File: src/rtl/uart_frame_receiver.sv
// 8N1 UART receiver that assembles BYTE_NUM bytes into one frame word with done/error pulses.
// Optional build macro UART_RX_CHECKSUM_EN: the last byte must equal the mod-256 sum of the others.
`timescale 1ns/1ps

module uart_frame_receiver #(
    parameter int CLK_FS       = 24000000,
    parameter int UART_BPS     = 460800,
    parameter int BPS_CNT      = CLK_FS / UART_BPS,
    parameter int BYTE_NUM     = 11,
    parameter int TIMEOUT_BITS = 20
) (
    input  logic                  sys_clk,
    input  logic                  sys_rst_n,
    input  logic                  rxd,
    output logic [8*BYTE_NUM-1:0] rxd_data,
    output logic                  rxd_done,
    output logic                  rxd_err
);

    localparam int GAP_MAX = TIMEOUT_BITS * BPS_CNT;
    localparam int CLK_W   = $clog2(BPS_CNT);
    localparam int GAP_W   = $clog2(GAP_MAX);
    localparam int IDX_W   = $clog2(BYTE_NUM);

    localparam logic [CLK_W-1:0] SAMPLE_PT = CLK_W'(BPS_CNT / 2);
    localparam logic [CLK_W-1:0] CLK_LAST  = CLK_W'(BPS_CNT - 1);
    localparam logic [GAP_W-1:0] GAP_LAST  = GAP_W'(GAP_MAX - 1);
    localparam logic [IDX_W-1:0] IDX_LAST  = IDX_W'(BYTE_NUM - 1);

    typedef enum logic [2:0] {
        IDLE,
        START,
        DATA,
        STOP,
        WAIT_HIGH
    } state_t;

    state_t state, state_next;

    logic                      rxd_sync1, rxd_sync2, rxd_prev;
    logic [CLK_W-1:0]          clk_cnt;
    logic [GAP_W-1:0]          gap_cnt;
    logic [2:0]                bit_cnt;
    logic [7:0]                shift;
    logic [IDX_W-1:0]          byte_idx;
    logic [8*(BYTE_NUM-1)-1:0] frame_buf;

    logic start_edge, sample, byte_ok, frame_end, frame_err, timeout, checksum_ok;

`ifdef UART_RX_CHECKSUM_EN
    logic [7:0] sum_acc;
`endif

    assign start_edge = rxd_prev & ~rxd_sync2;
    assign sample     = (clk_cnt == SAMPLE_PT);

    always_ff @(posedge sys_clk or negedge sys_rst_n) begin
        if (!sys_rst_n) state <= IDLE;
        else            state <= state_next;
    end

    // Next state plus the single-cycle strobes that drive the datapath below.
    always_comb begin
        state_next  = state;
        byte_ok     = 1'b0;
        frame_err   = 1'b0;
        timeout     = 1'b0;
        case (state)
            IDLE: begin
                if (start_edge) state_next = START;
                else if (byte_idx != '0 && gap_cnt == GAP_LAST) timeout = 1'b1;
            end
            START: begin
                if (sample) state_next = rxd_sync2 ? IDLE : DATA;
            end
            DATA: begin
                if (sample && bit_cnt == 3'd7) state_next = STOP;
            end
            STOP: begin
                if (sample) begin
                    if (rxd_sync2) begin
                        state_next = IDLE;
                        byte_ok    = 1'b1;
                    end else begin
                        state_next = WAIT_HIGH;
                        frame_err  = 1'b1;
                    end
                end
            end
            WAIT_HIGH: begin
                if (rxd_sync2) state_next = IDLE;
            end
            default: state_next = IDLE;
        endcase
        frame_end = byte_ok && (byte_idx == IDX_LAST);
`ifdef UART_RX_CHECKSUM_EN
        checksum_ok = (shift == sum_acc);
`else
        checksum_ok = 1'b1;
`endif
    end

    always_ff @(posedge sys_clk or negedge sys_rst_n) begin
        if (!sys_rst_n) begin
            rxd_sync1 <= 1'b1;
            rxd_sync2 <= 1'b1;
            rxd_prev  <= 1'b1;
            clk_cnt   <= '0;
            gap_cnt   <= '0;
            bit_cnt   <= '0;
            shift     <= '0;
            byte_idx  <= '0;
            frame_buf <= '0;
            rxd_data  <= '0;
            rxd_done  <= 1'b0;
            rxd_err   <= 1'b0;
`ifdef UART_RX_CHECKSUM_EN
            sum_acc   <= '0;
`endif
        end else begin
            rxd_sync1 <= rxd;
            rxd_sync2 <= rxd_sync1;
            rxd_prev  <= rxd_sync2;
            rxd_done  <= 1'b0;
            rxd_err   <= 1'b0;

            // Bit timing restarts from zero on every detected start edge.
            if (state == IDLE || state == WAIT_HIGH || clk_cnt == CLK_LAST) clk_cnt <= '0;
            else                                                            clk_cnt <= clk_cnt + 1'b1;

            if (state == IDLE && byte_idx != '0 && !start_edge && !timeout) gap_cnt <= gap_cnt + 1'b1;
            else                                                            gap_cnt <= '0;

            if (state == START) begin
                bit_cnt <= '0;
            end else if (state == DATA && sample) begin
                shift[bit_cnt] <= rxd_sync2;
                bit_cnt        <= bit_cnt + 3'd1;
            end

            if (timeout || frame_err) begin
                rxd_err  <= 1'b1;
                byte_idx <= '0;
            end

            // The last byte goes straight to the output; earlier ones are buffered.
            if (byte_ok) begin
                if (frame_end) begin
                    byte_idx <= '0;
                    if (checksum_ok) begin
                        rxd_data <= {shift, frame_buf};
                        rxd_done <= 1'b1;
                    end else begin
                        rxd_err  <= 1'b1;
                    end
                end else begin
                    frame_buf[{byte_idx, 3'b000} +: 8] <= shift;
                    byte_idx <= byte_idx + 1'b1;
`ifdef UART_RX_CHECKSUM_EN
                    sum_acc  <= (byte_idx == '0) ? shift : sum_acc + shift;
`endif
                end
            end
        end
    end

endmodule

File: config.mk
export PLATFORM = sky130hd
export DESIGN_NAME = uart_frame_receiver
export DESIGN_NICKNAME = d
export VERILOG_FILES = /design/src/rtl/uart_frame_receiver.sv
export SDC_FILE = /design/constraint.sdc
export NUM_CORES = 1
export LEC_CHECK = 0
export ABC_AREA = 1
export CAP_MARGIN = 20
export CORE_ASPECT_RATIO = 1.25
export CORE_MARGIN = 3
export CORE_UTILIZATION = 50
export CTS_CLUSTER_DIAMETER = 150
export DETAILED_ROUTE_END_ITERATION = 8
export GPL_TIMING_DRIVEN = 0
export HOLD_SLACK_MARGIN = 0.08
export PLACE_DENSITY = 0.72
export SYNTH_ARGS = -nofsm -noshare
export SYNTH_HDL_FRONTEND = slang
export SYNTH_SLANG_ARGS = --single-unit
File: constraint.sdc
create_clock -name sys_clk -period 6.1 [get_ports sys_clk]
set_input_delay 1.22 -clock sys_clk [delete_from_list [all_inputs] [get_ports sys_clk]]
set_output_delay 1.22 -clock sys_clk [all_outputs]
set_load 0.01 [all_outputs]
==> results of run 1 <==
-- cell families (layout without fill, tap and decap cells) --
family          after synthesis  in the layout  synth area share
simple gates                692            692             0.325
fa+ha+maj                     9              9            0.0126
compound gates               45             45            0.0290
buf+inv                      90            217            0.0463
flops                       208            208             0.584
xor+xnor                      3              3           0.00295
-- worst reg2reg max path, cell delays in order, from the launching register on --
cell	delay, ns
dfrtp_1	0.40
buf_4	0.17
inv_1	0.16
ha_1	0.17
nand2_1	0.06
nor2_2	0.24
nand3_1	0.45
inv_2	0.37
buf_2	0.30
nand2_1	0.11
nand2_1	0.08
-- metal layers --
| metal | up-vias | global-route usage | part of all wire |
|---|---|---|---|
| li1 | 3541 | - | - |
| met1 | 3411 | 0.289 | 0.44 |
| met2 | 148 | 0.388 | 0.50 |
| met3 | 31 | 0.0306 | 0.041 |
| met4 | 0 | 0.0558 | 0.021 |
| met5 | - | 0 | 0 |
-- worst min path at each step --
stage                endpoint  slack (ns)  depth (start not counted)
finish              rxd_sync2        0.36                          0
global route        rxd_sync2        0.36                          0
CTS                 rxd_sync2        0.36                          0
detailed placement  rxd_sync2        0.35                          0
global placement    rxd_sync2        0.35                          0
floorplan           rxd_sync2        0.35                          0
-- layout make-up --
| cell class | instances | area (um2) | share of cell area |
|---|---|---|---|
| buffer | 42 | 233 | 0.0215 |
| clock buffer | 26 | 574 | 0.0530 |
| clock inverter | 8 | 115 | 0.0106 |
| inverter | 48 | 180 | 0.0166 |
| multi-input combinational | 749 | 3300 | 0.304 |
| sequential | 208 | 5210 | 0.480 |
| tap | 224 | 280 | 0.0259 |
| timing repair buffer | 93 | 953 | 0.0879 |
-- state kept, by name (all words and copies together), names as in the netlist --
signal / flops
rxd_data: 88
frame_buf: 80
byte_idx: 4
rxd_sync1: 1
bit_cnt: 3
gap_cnt: 11
rxd_done: 1
rxd_sync2: 1
rxd_prev: 1
rxd_err: 1
state: 3
clk_cnt: 6
shift: 8
-- placed cells by master, fill, tap and decap left out, drive strengths merged, types with 3 or more instances in the layout --
master and instances:
nor3 28, nand2 485, nand4 24, nand3 80, inv 48, a21oi 5
ha 9, buf 31, clkbuf 39, dfrtp 205, dfstp 3, bufinv 3
nor2 70, clkdlybuf4s50 91, clkinv 5, o21ai 38, nor3b 3, xor2 3
-- synthesized netlist by cell type --
library cell / count
nor2_1: 60
clkbuf_2: 1
o21ai_2: 7
nand2_1: 479
clkbuf_1: 12
buf_6: 4
nand2_2: 6
o21bai_1: 1
nor2_8: 1
dfstp_2: 3
a21oi_1: 4
nand3b_1: 1
o21ai_1: 8
ha_1: 9
inv_2: 2
xor2_1: 3
nand3_1: 76
inv_1: 46
nand3_2: 4
a21oi_2: 1
buf_4: 5
nand4_1: 24
o22ai_1: 1
nor3_1: 27
dfrtp_1: 205
nor2_4: 2
nor2_2: 7
nor3b_1: 3
buf_2: 20
or2_2: 1
o21ai_0: 23
nor3_2: 1
-- report_power, final --
part	leakage [nW]	switching, mW	total (mW)	internal, mW
clock network	0.345	0.505	1.29	0.789
registers	2.88	0.0292	1.44	1.41
logic	2.32	0.121	0.170	0.0487
total	5.54	0.656	2.90	2.25
-- metrics by stage --
stage | instance area, um2 | utilization | setup slack [ns] | hold WS [ns] | TNS (ns)
global placement | 10100 | 0.578 | -4.71 | 0.346 | -968.88
floorplan | 8920 | - | 4.18 | 0.345 | 0
detailed placement | 10200 | 0.580 | 3.59 | 0.350 | 0
CTS | 10800 | 0.620 | 3.44 | 0.358 | 0
finish | 10800 | 0.620 | 3.46 | 0.357 | 0
global route | 10800 | 0.620 | 3.41 | 0.363 | 0
==> results.md, run 1 <==
* Status: completed
* Final WL at between 20000 and 25000 um
* CP startpoint: rxd_data[74]
* Antenna violations before repair at 0
* Fillcell total at 1523
* DRC viols at 0
* Area growth, synth to finish at 21.6%
* Global Route Usage Sum at 0.220
* Clock slew at reported path FFs at roughly 0.060 ns
* Placement Rows at 54
* Fmax at 0.379 GHz
* Overall power at about 2.9 mW
* Worst-Margin Slew at 0.639 ns
* I/O pin cnt at 93
* Period minus WS final at 2.64 ns
* Data required, critical path at 4.88 ns
* CP delay by family, top: buffers and inverters
* Diodes inserted at 0
* Final net count at 1175
* Synth top area share at 0.575
* Vias/cell at 5.10
* RSZ-0062 raised after global routing: no
* GRT overflow at 0
* Detailed Routing Iterations Pass 1 at 5
* Die width at about 130 um
* Worst-Skew Late Latency at 0.49 ns
* Cell taking the most area after synthesis: dfrtp_1
* Worst reg-to-reg setup slack at 3.53 ns
* RePlAce Congestion at 0.939
* Routed Antenna Nets at 0
* Data arrival, critical path at 1.42 ns
* Cts hold-fix bufs at 0
* PostCTS Resize Cnt at 0
* Pwr dens at around 270 nW/um2
* CTS Root Cell: clkbuf_16
* Synth Cell Area at 8920 um2
* DP Wirelength at 15200 um
* DR vias at between 7000 and 8000
* Die area at between 15000 and 20000 um2
* Syn nets at between 1000 and 1500
* Distinct cells, synth at 32
* Setup Buffers After CTS at 0
* Slowest stage cell, crit path: clkdlybuf4s50_1
* Setup violations, final at 0
* Largest net degree at the start of global routing at 125
* #FFs+latches synth at 208
* Initial Util at 0.510
* Post-Syn Instances at 1047
* Fin crit share at 0.433
* Die Y at 155 um
* Reg-to-Reg Start: byte_idx[0]
* Max_cap viols at 0
* Hold_sp: rxd_sync1
* CTS tree: yes
* H-tree level count at 1
* Reg2reg path depth at 10
* Clock Skew at 0.0108 ns
* Worst vdd ir at approximately 0.36 mV
* DRT iter0 DRCs at 484
* Worst Setup Path Type: reg -> out
* Reg-to-Reg End: rxd_data[72]
* Fin. max-slew vios at 0
* Leak at 5.54 nW
* Final hold vios at 0
* Worst Path Max Fanout at 2
* Layout cells sized above 1 at 0.0843
* Number of global-route vias before repair at 7118
* Max incr delay on CP at 0.55 ns
* Number of CTS-inserted buffers at 21
* Critical Path Start Type: register
* PortBufs at 92
* YS warnings at 0
* Critical path depth at 1
* Seq/Total Area, Yosys at 0.584
* Crit path to: rxd_data[74]
* Slew headroom at 0.574
* First-pass GRT wire length at ~35000 um
* Avg Cell Area, Syn at around 8.5 um2
* Critical path buffer and inverter count at 1
* Core footprint at 17500 um2
* Final std cells w/o fill at roughly 1400
* Clock buffer depth at 3
* Ranking of synthesized cells by area: dfrtp_1 58%, nand2_1 20%, nand3_1 4.3%
* Crit path capture type: primary output
* Cell count after placement at around 1400
* Worst path cell trace: clkdlybuf4s50_1
* WL per Instance at 15.0 um
* Clk sinks at 208
* Hold crit path type: reg -> reg
Power figures use the tool's default switching activity.
==> run 2: changes to the inputs <==
Settings changed: PLACE_DENSITY 0.72 to 0.75.
Clock period 6.1 ns to 2.3 ns, I/O delays scaled along.
==> run 2 against run 1 <==
Against the previous run: clock skew down 0.0029 ns; routed wire length up 1.7%; highest routed layer unchanged; largest power group unchanged; sequential share of layout area down 0.33 points; largest cell class unchanged; die area unchanged; non-clock buffer count up 1; combinational power rose to 2.7 times the previous value.
==> results.md, run 2 (synthesized netlist as in run 1, its figures left out) <==
* Number of CTS-inserted buffers at 21 (unchanged)
* PortBufs at 92 (unchanged)
* Fin crit share at 0.924
* Slowest stage cell, crit path: dfrtp_1
* Most frequent cells in the layout: 476 x nand2_1, 205 x dfrtp_1, 91 x clkdlybuf4s50_1, 75 x nand3_1, 57 x nor2_1
* CP startpoint: byte_idx[0]
* DP Wirelength at 15300 um (+0.97%)
* Worst Setup Path Type: reg -> reg
* Hold_sp: rxd_sync1
* H-tree level count at 1 (unchanged)
* Data arrival, critical path at 2.55 ns (+1.13 ns)
* DRT iter0 DRCs at 429 (-11%)
* Vias/cell at 5.17 (+1.3%)
* Worst path cell trace: buf_4, inv_1, ha_2, inv_1, nand2_1, nand2_1, inv_1, nand3_1, nor2_4, buf_4, nand3_1, nand2_1
* WL per Instance at 15.3 um (+1.4%)
* Clock buffer depth at 3 (unchanged)
* Antenna violations before repair at 0 (unchanged)
* Worst vdd ir at 0.502 mV (+39%)
* Data required, critical path at 2.72 ns (-2.16 ns)
* Overall power at 7.60 mW (+160%)
* Clock slew at reported path FFs at 0.06 ns (about the same)
* Worst-Skew Late Latency at 0.49 ns (about the same)
* Detailed Routing Iterations Pass 1 at 5 (unchanged)
* Design Area, Final at 10900 um2 (+0.68%)
* Fin. max-slew vios at 0 (unchanged)
* Global Route Usage Sum at 0.221 (+0.000865)
* Setup ws final at 0.174 ns (-3.28 ns)
* Die width at 125 um (unchanged)
* Max FFs per register at 88 (unchanged)
* Area taken by multi-input logic gates at 3370 um2 (+2.1%)
* CTS Root Cell: clkbuf_16
* DRC viols at 0 (unchanged)
* Setup violations, final at 0 (unchanged)
* Crit path capture type: register
* Reg-to-Reg Start: byte_idx[0]
* Commonest non-fill, non-tap cell in the layout: nand2_1
* Leak at 5.56 nW (+0.35%)
* Area growth, synth to finish at 22.4%
* Clock Skew at 0.00792 ns (-0.00286 ns)
* Hold crit path type: reg -> reg
* Fillcell total at 1477 (-3.0%)
* Critical path buffer and inverter count at 5 (+4)
* Max_cap viols at 0 (unchanged)
* Critical Path Start Type: register
* DR vias at 7242 (+1.6%)
* RePlAce Congestion at 0.937 (-0.15%)
* Layout cells sized above 1 at 0.0968 (+0.0124)
* Initial Util at 0.510 (unchanged)
* Clk sinks at 208 (unchanged)
* Largest reg by FF count: rxd_data
* Routed Antenna Nets at 0 (unchanged)
* Core footprint at 17500 um2 (unchanged)
* Fmax at 0.470 GHz
* Worst-Margin Slew at 0.735 ns (+0.0961 ns)
* Setup Buffers After CTS at 0 (unchanged)
* Largest net degree at the start of global routing at 109 (-13%)
* Sequential cell area at 5210 um2 (unchanged)
* First-pass GRT wire length at 35500 um (+0.21%)
* Status: completed
* Number of global-route vias before repair at 7148 (+0.42%)
* Die area at 19500 um2 (unchanged)
* Post-DP Area at 10200 um2 (unchanged)
* Worst Path Max Fanout at 10 (+8)
* Final WL at 21400 um (+1.7%)
* Slew headroom at 0.510 (-0.0641)
* Max incr delay on CP at 0.40 ns (-0.15 ns)
* Diodes inserted at 0 (unchanged)
* I/O pin cnt at 93 (unchanged)
* GRT overflow at 0 (unchanged)
* CTS tree: yes
* Largest regs: rxd_data: 88 flops, frame_buf: 80 flops, gap_cnt: 11 flops
* Pwr dens at 697 nW/um2 (+160%)
* Final net count at 1176 (+0.085%)
* Die Y at 155 um (unchanged)
* RSZ-0062 raised after global routing: yes
* Period minus WS final at 2.13 ns
* Final hold vios at 0 (unchanged)
* DP Worst Slack at -0.161 ns (-3.75 ns)
* CP delay by family, top: simple AND/OR/NAND/NOR gates
* Placement Rows at 54 (unchanged)
run 2: cell count changes in the layout (fill, tap and decap cells not counted), moves of 3 or more:
cell / previous run / this run
nand2_1: 479 / 476
nor2_4: 2 / 6
nor2_1: 60 / 57
nand2_2: 6 / 9
run 2: power by group:
| part | switching, mW | internal [mW] |
|---|---|---|
| Combinational | 0.331 | 0.133 |
| Sequential | 0.0814 | 3.73 |
| Clock | 1.40 | 1.93 |
run 2: path summary, 6_finish.rpt:
check                      cells after the start  slack (ns)             to
min                                            0        0.36      rxd_sync2
max                                           12        0.17  frame_buf[10]
max in group asynchronous                      3        0.72    rxd_data[7]
max reg2reg                                   12        0.17  frame_buf[10]
min in group asynchronous                      2        0.60   rxd_data[58]
min reg2reg                                    0        0.36      rxd_sync2
run 2: routing by layer:
| metal | wire length [um] | track usage | up-vias |
|---|---|---|---|
| li1 | - | - | 3545 |
| met3 | 879 | 0.0302 | 50 |
| met4 | 706 | 0.0811 | 0 |
| met2 | 10700 | 0.375 | 187 |
| met5 | 0 | 0 | - |
| met1 | 9110 | 0.292 | 3460 |
run 2: timing repair:
action / in CTS / in global routing
gates cloned: 0 / 0
hold buffers: 1 / 0
pin swaps: 0 / 1
setup endpoints to repair: 90 / 142
resized for setup: 4 / 27
hold endpoints to repair: 97 / 0
run 2: final cells by class:
type                            count  area share
Multi-Input combinational cell    749       0.308
Inverter                           48      0.0167
Timing Repair Buffer               94      0.0883
Buffer                             42      0.0225
Clock inverter                      8     0.00676
Tap cell                          224      0.0257
Clock buffer                       29      0.0546
Sequential cell                   208       0.477
run 2: metrics by stage:
step	TNS, ns	std cells	hold WS [ns]	utilization
detailed placement	-6.88	1364	0.348	0.580
global placement	-1600.55	1363	0.346	0.578
finish	0	1402	0.355	0.624
floorplan	0	1047	0.164	-
global route	0	1402	0.368	0.624
CTS	0	1402	0.357	0.620
==> run 3: changes to the inputs <==
Settings changed: CELL_PAD_IN_SITES_DETAIL_PLACEMENT from default to 1, CELL_PAD_IN_SITES_GLOBAL_PLACEMENT from default to 1, CORE_UTILIZATION 50 to 39, PLACE_DENSITY 0.75 to default, PLACE_DENSITY_LB_ADDON from default to 0.1, TNS_END_PERCENT from default to 20.
==> run 3 against run 2 <==
Against the previous run: sequential power about the same; via count increased by 0.58%; power is 6.5% higher; largest cell class unchanged; clock power grew 14%; non-clock buffer count up 4; combinational power up 5.8%.
==> results.md, run 3 (synthesized netlist as in run 1, its figures left out) <==
* Status: completed
* DR vias at 7284 (+0.58%)
* Clock slew at reported path FFs at 0.06 ns (about the same)
* CP delay by family, top: buffers and inverters
* Initial Util at 0.399 (-0.111)
* I/O pin cnt at 93 (unchanged)
* Antenna violations before repair at 0 (unchanged)
* PortBufs at 92 (unchanged)
* Largest net degree at the start of global routing at 116 (+6.4%)
* Detailed Routing Iterations Pass 1 at 4 (-1)
* Routed Antenna Nets at 0 (unchanged)
* Pwr dens at 727 nW/um2 (+4.3%)
* Largest regs: rxd_data: 88 flops, frame_buf: 80 flops, gap_cnt: 11 flops
* WL per Instance at 16.7 um (+9.3%)
* Fin. max-slew vios at 0 (unchanged)
* Worst path cell trace: buf_4, clkinvlp_4, ha_4, inv_1, clkbuf_4, nand3_1, nor3_1, nand3_1, nand2_1
* Die Y at 175 um (+13%)
* Max_cap viols at 0 (unchanged)
* Clock buffer depth at 3 (unchanged)
* Number of CTS-inserted buffers at 23 (+9.5%)
* RePlAce Congestion at 0.874 (-6.7%)
* DRT iter0 DRCs at 292 (-32%)
* Diodes inserted at 0 (unchanged)
* Placement Rows at 61 (+13%)
* CTS Root Cell: clkbuf_16
* Hold_sp: rxd_sync1
* Die area at 24700 um2 (+27%)
* Largest reg by FF count: rxd_data
* Leak at 5.64 nW (+1.4%)
* Final core occ at 0.498 (-0.126)
* Worst vdd ir at 0.665 mV (+32%)
* Sw Pwr at 1.89 mW (+4.3%)
* Gate power share at 0.061 (about the same)
* Fin crit share at 0.938 (+0.0136)
* Worst Setup Path Type: reg -> reg
* Final WL at 24500 um (+14%)
* CP startpoint: byte_idx[0]
* Overall power at 8.10 mW (+6.5%)
* First-pass GRT wire length at 40400 um (+14%)
* Worst-Skew Late Latency at 0.51 ns (+0.02 ns)
* Setup violations, final at 0 (unchanged)
* Clk sinks at 208 (unchanged)
* Clock Skew at 0.0148 ns (+0.00684 ns)
* Commonest non-fill, non-tap cell in the layout: nand2_1
* Period minus WS final at 2.16 ns (+0.0313 ns)
* Most used cell, CP: nand3_1
* Clk network pwr share at 0.468 (+0.031)
* Area growth, synth to finish at 24.9%
* Total negative slack at 0 ns (unchanged)
* Slowest stage cell, crit path: dfrtp_1
* DP Wirelength at 17700 um (+16%)
* Max FFs per register at 88 (unchanged)
* Die width at 141 um (+13%)
* Max incr delay on CP at 0.37 ns (-0.03 ns)
* Slew headroom at 0.515 (+0.00519)
* Vias/cell at 4.97 (-3.9%)
* Global Route Usage Sum at 0.202 (-0.0194)
* Final net count at 1182 (+0.51%)
* DRC viols at 0 (unchanged)
* Crit path capture type: register
* Critical Path Start Type: register
* Reg-to-Reg Start: byte_idx[0]
* Core footprint at 22400 um2 (+28%)
* Fmax at 0.464 GHz (-1.4%)
* Final hold vios at 0 (unchanged)
* Data arrival, critical path at 2.61 ns (+0.06 ns)
* Worst-Margin Slew at 0.727 ns (-0.00778 ns)
* Most frequent cells in the layout: 476 x nand2_1, 205 x dfrtp_1, 91 x clkdlybuf4s50_1, 75 x nand3_1, 57 x nor2_1
* CTS tree: yes
* Data required, critical path at 2.75 ns (+0.03 ns)
* H-tree level count at 1 (unchanged)
* Number of global-route vias before repair at 7800 (+9.1%)
* Internal power at 6.21 mW (+7.2%)
* Worst Path Max Fanout at 10 (unchanged)
* Hold crit path type: reg -> reg
* Critical path buffer and inverter count at 4 (-1)
* Reg power frac at 0.471 (-0.031)
* Sw frac at 0.233 (-0.00501)
* Layout cells sized above 1 at 0.0997 (+0.00289)
* GRT overflow at 0 (unchanged)
[run 3: final cells by class]
| type | instances | area [um2] |
|---|---|---|
| timing repair buffer | 98 | 993 |
| clock buffer | 34 | 667 |
| sequential | 208 | 5210 |
| fill | 2678 | 11200 |
| multi-input combinational | 749 | 3380 |
| inverter | 48 | 186 |
| clock inverter | 5 | 108 |
| tap | 283 | 354 |
| buffer | 42 | 249 |
[run 3: what timing repair did]
item                                    in CTS  in global routing
hold buffers                                 1                  0
endpoints found under the setup margin      99                144
setup buffers                                0                  4
gates resized for setup                      8                 26
cloned                                       0                  0
endpoints found under the hold margin       93                  0
pin swaps                                    0                  1
[run 3: power groups by stage]
stage	clock, mW	sequential, mW	combinational (mW)
after floorplan	0	3.86	0.303
after global placement	0	3.88	0.452
after detailed placement	0	3.88	0.473
after CTS	3.88	3.81	0.484
after global routing	4.04	3.83	0.569
final	3.79	3.82	0.491
[run 3: metrics by stage]
stage                     area, um2  setup slack [ns]  hold slack (ns)  instances
final                         11100             0.143            0.354       1467
after global routing          11100           -0.0272            0.358       1467
after CTS                     11000           -0.0530            0.355       1463
after detailed placement      10200            -0.304            0.348       1423
after global placement        10200             -8.17            0.346       1422
after floorplan                8920             0.378            0.164       1047
[run 3: path summary, 6_finish.rpt]
kind	end	slack [ns]	cells after the start
hold / removal	rxd_sync2	0.35	0
setup / recovery	frame_buf[31]	0.14	9
max in group asynchronous	frame_buf[46]	0.71	3
min in group asynchronous	rxd_data[20]	0.57	2
hold reg to reg	rxd_sync2	0.35	0
setup reg to reg	frame_buf[31]	0.14	9
[run 3: metal layers]
metal / GRT usage / vias up / part of all wire
li1: - / 3565 / -
met1: 0.255 / 3568 / 0.42
met2: 0.362 / 109 / 0.52
met3: 0.0249 / 42 / 0.033
met4: 0.0565 / 0 / 0.026
met5: 0 / - / 0
